<file path="config.mk">
export PLATFORM = sky130hd
export DESIGN_NAME = seq_divider
export DESIGN_NICKNAME = d
export VERILOG_FILES = /design/src/rtl/seq_divider.sv
export SDC_FILE = /design/constraint.sdc
export NUM_CORES = 1
export LEC_CHECK = 0
export BUFFER_PORTS_ARGS = -buffer_cell sky130_fd_sc_hd__buf_2
export CAP_MARGIN = 20
export CORE_ASPECT_RATIO = 0.7
export CORE_MARGIN = 5
export CORE_UTILIZATION = 54
export CTS_BUF_LIST = sky130_fd_sc_hd__clkbuf_2 sky130_fd_sc_hd__clkbuf_4 sky130_fd_sc_hd__clkbuf_8
export DETAILED_ROUTE_END_ITERATION = 10
export GPL_TIMING_DRIVEN = 0
export PLACE_DENSITY = 0.75
export REMOVE_ABC_BUFFERS = 1
export SLEW_MARGIN = 20
export SYNTH_ARGS = -nofsm -noshare
export SYNTH_HDL_FRONTEND = slang
export SYNTH_SLANG_ARGS = --single-unit
</file>
<file path="constraint.sdc">
create_clock -name clk -period 3.3 [get_ports clk]
set_input_delay 0.165 -clock clk [delete_from_list [all_inputs] [get_ports clk]]
set_output_delay 0.165 -clock clk [all_outputs]
set_load 0.02 [all_outputs]
</file>
<file path="src/rtl/seq_divider.sv">
// seq_divider: iterative restoring divider, one quotient bit per clock.
// Start/done handshake; quotient and remainder are held until the next accepted start.
// Optional build macro DIV_SIGNED_EN: two's complement operands (magnitude divide,
// sign fix-up in the final state). Without it the divider is purely unsigned.
module seq_divider #(
    parameter int unsigned WIDTH = 32
) (
    input  logic             clk,
    input  logic             rst_n,
    input  logic             start,
    input  logic [WIDTH-1:0] dividend,
    input  logic [WIDTH-1:0] divisor,
    output logic             busy,
    output logic             done,
    output logic [WIDTH-1:0] quotient,
    output logic [WIDTH-1:0] remainder,
    output logic             div_by_zero
);

    localparam int unsigned CW = (WIDTH > 1) ? $clog2(WIDTH) : 1;

    typedef enum logic [1:0] {StIdle, StRun, StFin} state_e;

    state_e           state;
    logic [CW-1:0]    cnt;
    // Partial remainder; its extra sign bit only exists inside one iteration, since a
    // restored value is always below the divisor.
    logic [WIDTH-1:0] acc;
    logic [WIDTH-1:0] quo;
    logic [WIDTH-1:0] mdiv;
    logic             dbz_pend;

    logic [WIDTH:0]   shifted;
    logic [WIDTH:0]   diff;
    logic [WIDTH-1:0] acc_nxt;
    logic [WIDTH-1:0] quo_nxt;
    logic [WIDTH-1:0] op_a;
    logic [WIDTH-1:0] op_b;
    logic [WIDTH-1:0] fin_q;
    logic [WIDTH-1:0] fin_r;

`ifdef DIV_SIGNED_EN
    logic neg_q;
    logic neg_r;

    // Operand magnitudes for the unsigned core
    always_comb begin
        op_a = dividend[WIDTH-1] ? -dividend : dividend;
        op_b = divisor[WIDTH-1] ? -divisor : divisor;
    end
`else
    // Unsigned core takes the operands as-is
    always_comb begin
        op_a = dividend;
        op_b = divisor;
    end
`endif

    // One restoring step: shift, trial subtract, keep or restore
    always_comb begin
        shifted = {acc, quo[WIDTH-1]};
        diff    = shifted - {1'b0, mdiv};
        if (diff[WIDTH]) begin
            acc_nxt = shifted[WIDTH-1:0];
            quo_nxt = {quo[WIDTH-2:0], 1'b0};
        end else begin
            acc_nxt = diff[WIDTH-1:0];
            quo_nxt = {quo[WIDTH-2:0], 1'b1};
        end
    end

    // Final result selection; on divide by zero quo holds the raw dividend
    always_comb begin
        if (dbz_pend) begin
            fin_q = '1;
            fin_r = quo;
        end else begin
`ifdef DIV_SIGNED_EN
            fin_q = neg_q ? -quo : quo;
            fin_r = neg_r ? -acc : acc;
`else
            fin_q = quo;
            fin_r = acc;
`endif
        end
    end

    // Control FSM with registered outputs and datapath registers
    always_ff @(posedge clk or negedge rst_n) begin
        if (!rst_n) begin
            state       <= StIdle;
            cnt         <= '0;
            acc         <= '0;
            quo         <= '0;
            mdiv        <= '0;
            dbz_pend    <= 1'b0;
            busy        <= 1'b0;
            done        <= 1'b0;
            quotient    <= '0;
            remainder   <= '0;
            div_by_zero <= 1'b0;
`ifdef DIV_SIGNED_EN
            neg_q       <= 1'b0;
            neg_r       <= 1'b0;
`endif
        end else begin
            done <= 1'b0;
            unique case (state)
                StIdle: begin
                    // The done cycle is spent in idle but must not accept a new start
                    if (start && !done) begin
                        mdiv <= op_b;
                        acc  <= '0;
`ifdef DIV_SIGNED_EN
                        neg_q <= dividend[WIDTH-1] ^ divisor[WIDTH-1];
                        neg_r <= dividend[WIDTH-1];
`endif
                        if (divisor == '0) begin
                            quo      <= dividend;
                            dbz_pend <= 1'b1;
                            state    <= StFin;
                        end else begin
                            quo      <= op_a;
                            dbz_pend <= 1'b0;
                            cnt      <= CW'(WIDTH - 1);
                            busy     <= 1'b1;
                            state    <= StRun;
                        end
                    end
                end
                StRun: begin
                    acc <= acc_nxt;
                    quo <= quo_nxt;
                    if (cnt == '0) begin
                        state <= StFin;
                    end else begin
                        cnt <= cnt - CW'(1);
                    end
                end
                StFin: begin
                    quotient    <= fin_q;
                    remainder   <= fin_r;
                    div_by_zero <= dbz_pend;
                    done        <= 1'b1;
                    busy        <= 1'b0;
                    state       <= StIdle;
                end
                default: state <= StIdle;
            endcase
        end
    end

endmodule

</file>
==> results of run 1 <==
## path summary, 6_finish.rpt
kind                                    end  cells after the start        start  slack (ps)
worst min register to register  quotient[9]                      2  quotient[9]         470
min in group asynchronous           quo[11]                      2        rst_n         270
worst min-delay path                   busy                      4        start         110
worst max-delay path                 acc[0]                     15      quo[31]         -80
max in group asynchronous          dbz_pend                      3        rst_n        2120
worst max register to register       acc[0]                     15      quo[31]         -80
## metrics by stage
stage / instances / power [mW] / util [%] / area [um^2] / setup slack (ps)
detailed placement: 1343 / 11.0 / 61.1 / 10100 / -414
finish: 1458 / 14.1 / 70.0 / 11500 / -75.8
global route: 1456 / 15.2 / 69.9 / 11500 / -188
floorplan: 966 / 9.12 / - / 8870 / -5790
CTS: 1452 / 13.6 / 69.2 / 11400 / -30.5
global placement: 1324 / 10.8 / 59.5 / 9820 / -11640
## sequential cells by signal, indices dropped and copies added, names as in the netlist, 2 cells and up
name and flops:
mdiv 32, remainder 32, quotient 32, quo 32, state 2, acc 32
cnt 5
## kinds of logic (layout without fill, tap and decap cells)
kind of cell               after synthesis  count (layout)  synth area share [%]
AOI/OAI and AO/OA                      260             260                  16.8
xor gates and xnor gates                31              31                  3.17
adders and majority gates               35              35                  4.87
buffers and inverters                  111             309                  4.85
DFF                                    171             171                  46.8
muxes                                   61              61                  6.73
other                                    0               2                     0
and+or+nand+nor                        364             364                  16.8
## layout make-up
type,instances,area share [%]
Timing Repair Buffer,233,15.6
Clock buffer,24,2.70
Antenna cell,2,0.0434
Clock inverter,8,1.34
Tap cell,225,2.44
Sequential cell,171,37.1
Inverter,44,1.43
Multi-Input combinational cell,751,39.3
## layout by cell type, fill, tap and decap left out, types with 33 or more instances in the layout
master and instances:
a31oi_1 33, ha_1 33, dfrtp_1 169, o21ai_0 113
nand2_1 193, mux2i_1 56, inv_1 42, a21oi_1 33
nor2_1 84, dlygate4sd3_1 65, nand3_1 44, buf_2 141
## where the power goes
part | leakage [nW] | switching (mW) | total [mW] | internal (mW)
Clock | 0.239 | 0.772 | 1.71 | 0.940
Combinational | 3.09 | 4.79 | 8.60 | 3.81
Sequential | 2.09 | 0.731 | 3.81 | 3.08
Total | 5.42 | 6.30 | 14.1 | 7.83
## tightest hold or removal path: stages
cell and delay (ps):
buf_2 110, nor4b_1 140, nor2_1 80, nor2_1 40
## routing by layer
layer	global-route usage, %	routed length (um)
met1	35.9	11500
met4	6.03	365
met3	5.25	1550
met5	0	0
met2	36.1	10500
## what timing repair did
action | 4_1_cts | 5_1_grt
setup endpoints to repair | 33 | 32
cloned | 3 | 1
setup buffers | 9 | 4
hold endpoints to repair | 145 | 0
pin swaps | 8 | 4
resized for setup | 13 | 15
hold buffers | 65 | 0
==> reports/metrics.yaml, run 1 <==
status: "complete, but fails checks"
violations: "setup timing"
final-seq-area_um2: 4280
hold_viol: 0
cts_tree: "built"
syn2layout_area_growth_pct: 26.1
drt_wl_total_um: 23900
irDropWorstVdd_mv: 0.909
relSlewSlack_pct: 47.9
cpPeakStageDelay_ps: 450
chipWidth_um: 166
syn_inst: 1033
dieHeight_um: 119
syn_avg_cell_area_um2: 8.86
whs_ps: 113
ys_top_cells_by_area: "dfrtp_1 47%, nand2_1 8.0%, mux2i_1 6.6%"
cpMostUsedCell: "inv_2"
powerDensity_nw_per_um2: 1220
cts_made_buffers: 17
cp.arrival_ps: 3770
path_clk_slew_ps: 90
yosysMostFrequentCell: "nand2_1"
required_ps: 3690
finalSetupTns_ps: -473
fmax_ghz: 0.296
insertion_delay_ps: 460
drt_iter0_markers: 586
synth_top_area_share_pct: 46.8
critical_path_buf_inv_count: 4
crit_type: "reg -> reg"
worst_pin_slew_ps: 779
vias: 8049
cp_max_fo: 5
layout-drive-gt1-share_pct: 18.9
htree_levels: 4
setup_viol: 17
async_reset_ff_share_pct: 100
synthTopCellsByCount: "194 x nand2_1, 171 x dfrtp_1, 116 x o21ai_0"
clockBufferDepth: 2
start_kind: "register"
slew_violations: 0
clock_skew_ps: 12.9
setup_ws_ps: -75.8
viasPerCell: 5.52
rsz0062_at_grt: "true"
slowest_stage: "dfrtp_2"
fin_crit_ps: 3380
routedWlPerCell_um: 16.4
core.rowCount: 39
synth.distinct_cells: 57
grt_max_degree: 91
synth_seq_cells: 171
synth_edf_count: 0
period_share_pct: 102
syn-cell-area_um2: 9150
gp_congestion: 0.860
pin_count: 134
drc_errors: 0
ys_seq_area_share_pct: 46.8
fillCellCount: 1339
die_area_um2: 19700
p_leak_nw: 5.42
first_pass_iters: 6
track_usage_pct: 24.1
first_global_vias: 7491
critical_path.cell_chain: "inv_2, ha_4, inv_2, fa_2, a21o_1, a311o_1, a21oi_2, a21oi_4, and4_4, a211oi_4, xnor2_4, buf_12, buf_16, mux2_4, o21ai_2"
initial_core_util_pct: 55.5
root_buffer: "clkbuf_8"
hold_path.class: "in -> reg"
hpwl_um: 15600
antenna_found_initial: 0
grt_pass1_wl_um: 38700
synth_top_area_cell: "dfrtp_1"
cp-end-kind: "register"
multiInputGateArea_um2: 4540
coreArea_um2: 16500
detail-route-antenna-nets: 0
ys_warn_count: 0
clock-sinks: 171
io_buffers: 133
nets: 1320
cp_top_family: "compound AO/OA/AOI/OAI gates"
overflow: 0
drv_cap: 0
synthFlopType: "dfrtp_1"
(Power assumes the default switching activity.)
==> run 2: changes to the inputs <==
Settings changed: CORE_MARGIN 5 to 1.5.
==> run 2 against run 1 <==
  * The run still ends with setup timing left
  * Maximum frequency is 0.60% higher
  * Final area fell by 2.2%
  * Total power decreased by 7.5%
  * Sequential power about the same
  * Sequential share of layout area up 0.82 points
  * Critical endpoint unchanged
  * Die area down 9.9%
  * Combinational power shrank 10%
  * Clock power fell by 9.9%
  * Via count decreased by 2.3%
==> reports/metrics.yaml, run 2 (synthesis gave the netlist of run 1 again) <==
powerDensity_nw_per_um2: 1160
viasPerCell: 5.42
cts_tree: "built"
pin_count: 134
core.rowCount: 39
fmax_ghz: 0.298
hold_viol: 0
initial_core_util_pct: 55.6
met2_wirelength_um: 9840
setup_viol: 1
first_global_vias: 7553
irDropWorstVdd_mv: 0.586
p_leak_nw: 5.31
hold_path.class: "in -> reg"
htree_levels: 4
syn2layout_area_growth_pct: 23.4
postLayoutCoreUtil_pct: 68.6
required_ps: 3690
drv_cap: 0
layout_common_cells: "194 x nand2_1, 169 x dfrtp_1, 141 x buf_2, 115 x o21ai_0, 84 x nor2_1"
cts_made_buffers: 17
nets: 1314
layout-drive-gt1-share_pct: 18.2
grt_pass1_wl_um: 38000
clock_skew_ps: 14.7
grt_max_degree: 71
io_buffers: 133
drt_wl_total_um: 22800
clock-sinks: 171
cp-end-kind: "register"
first_pass_iters: 5
highest_layer: "met4"
drt_iter0_markers: 677
worst_pin_slew_ps: 694
final_common_cell: "nand2_1"
dieHeight_um: 112
finalSetupTns_ps: -55.8
antenna_found_initial: 0
detail-route-antenna-nets: 0
rsz0062_at_grt: "true"
fin_crit_ps: 3360
clockBufferDepth: 2
relSlewSlack_pct: 53.3
rr_worst_depth: 14
fillCellCount: 1343
routedWlPerCell_um: 15.7
root_buffer: "clkbuf_8"
hpwl_um: 15400
die_area_um2: 17700
power_mw: 13.1
path_clk_slew_ps: 90
vias: 7862
slew_violations: 0
m1WireLength_um: 11600
coreArea_um2: 16400
gp_congestion: 0.893
chipWidth_um: 159
drc_errors: 0
crit_type: "reg -> reg"
start_kind: "register"
cp_max_fo: 8
track_usage_pct: 27.1
diodes: 0
dr_wl_met3_um: 1160
overflow: 0
hold_depth: 4
status: "complete, but fails checks"
cp.arrival_ps: 3740
violations: "setup timing"
insertion_delay_ps: 470
setup_ws_ps: -55.8
period_share_pct: 102
## run 2: what timing repair did
item	CTS	global route
buffers inserted	4	7
cloned	1	0
pin swaps	3	8
setup endpoints to repair	30	32
hold endpoints to repair	165	0
hold buffers	65	0
resized for setup	3	14
## run 2: through the flow
| stage | setup slack, ps | hold slack, ps | cells | instance area (um^2) |
|---|---|---|---|---|
| floorplan | -5790 | -131 | 966 | 8870 |
| global placement | -11760 | 383 | 1324 | 9820 |
| detailed placement | -188 | 102 | 1344 | 10100 |
| CTS | 0.139 | 89.3 | 1446 | 11300 |
| global route | -149 | 144 | 1450 | 11300 |
| finish | -55.8 | 104 | 1450 | 11300 |
## run 2: final timing paths
path	end	slack, ps	from
worst max register to register	acc[0]	-60	quo[31]
min in group asynchronous	quotient[10]	170	rst_n
worst min register to register	remainder[8]	480	remainder[8]
worst max-delay path	acc[0]	-60	quo[31]
worst min-delay path	busy	100	start
max in group asynchronous	quo[25]	2170	rst_n
## run 2: worst max-delay path: stages, from the launching register on
cell	delay [ps]
dfrtp_2	440
inv_2	90
ha_4	130
inv_2	40
fa_2	360
a21o_1	210
a311o_1	410
a21oi_2	190
a21oi_4	80
and4_4	190
a211oi_4	290
xnor2_4	200
clkbuf_16	230
mux2_4	300
o21ai_2	100
## run 2: per-layer routing
layer	vias up	global-route usage, %
li1	3913	-
met1	3700	41.5
met2	225	39.5
met3	24	4.59
met4	0	7.29
met5	-	0
## run 2: cell type report
| cell class | instances | area, um^2 | area share (%) |
|---|---|---|---|
| clock inverters | 12 | 134 | 1.19 |
| inverters | 44 | 165 | 1.46 |
| well taps | 225 | 282 | 2.49 |
| flip-flops and latches | 171 | 4280 | 38.0 |
| multi-input cells | 751 | 4500 | 39.8 |
| clock buffers | 20 | 269 | 2.38 |
| repair buffers | 227 | 1660 | 14.7 |
## run 2: power breakdown
part	switching [mW]	internal (mW)	total, mW
Clock	0.807	0.728	1.54
Combinational	4.51	3.22	7.73
Sequential	0.720	3.08	3.80
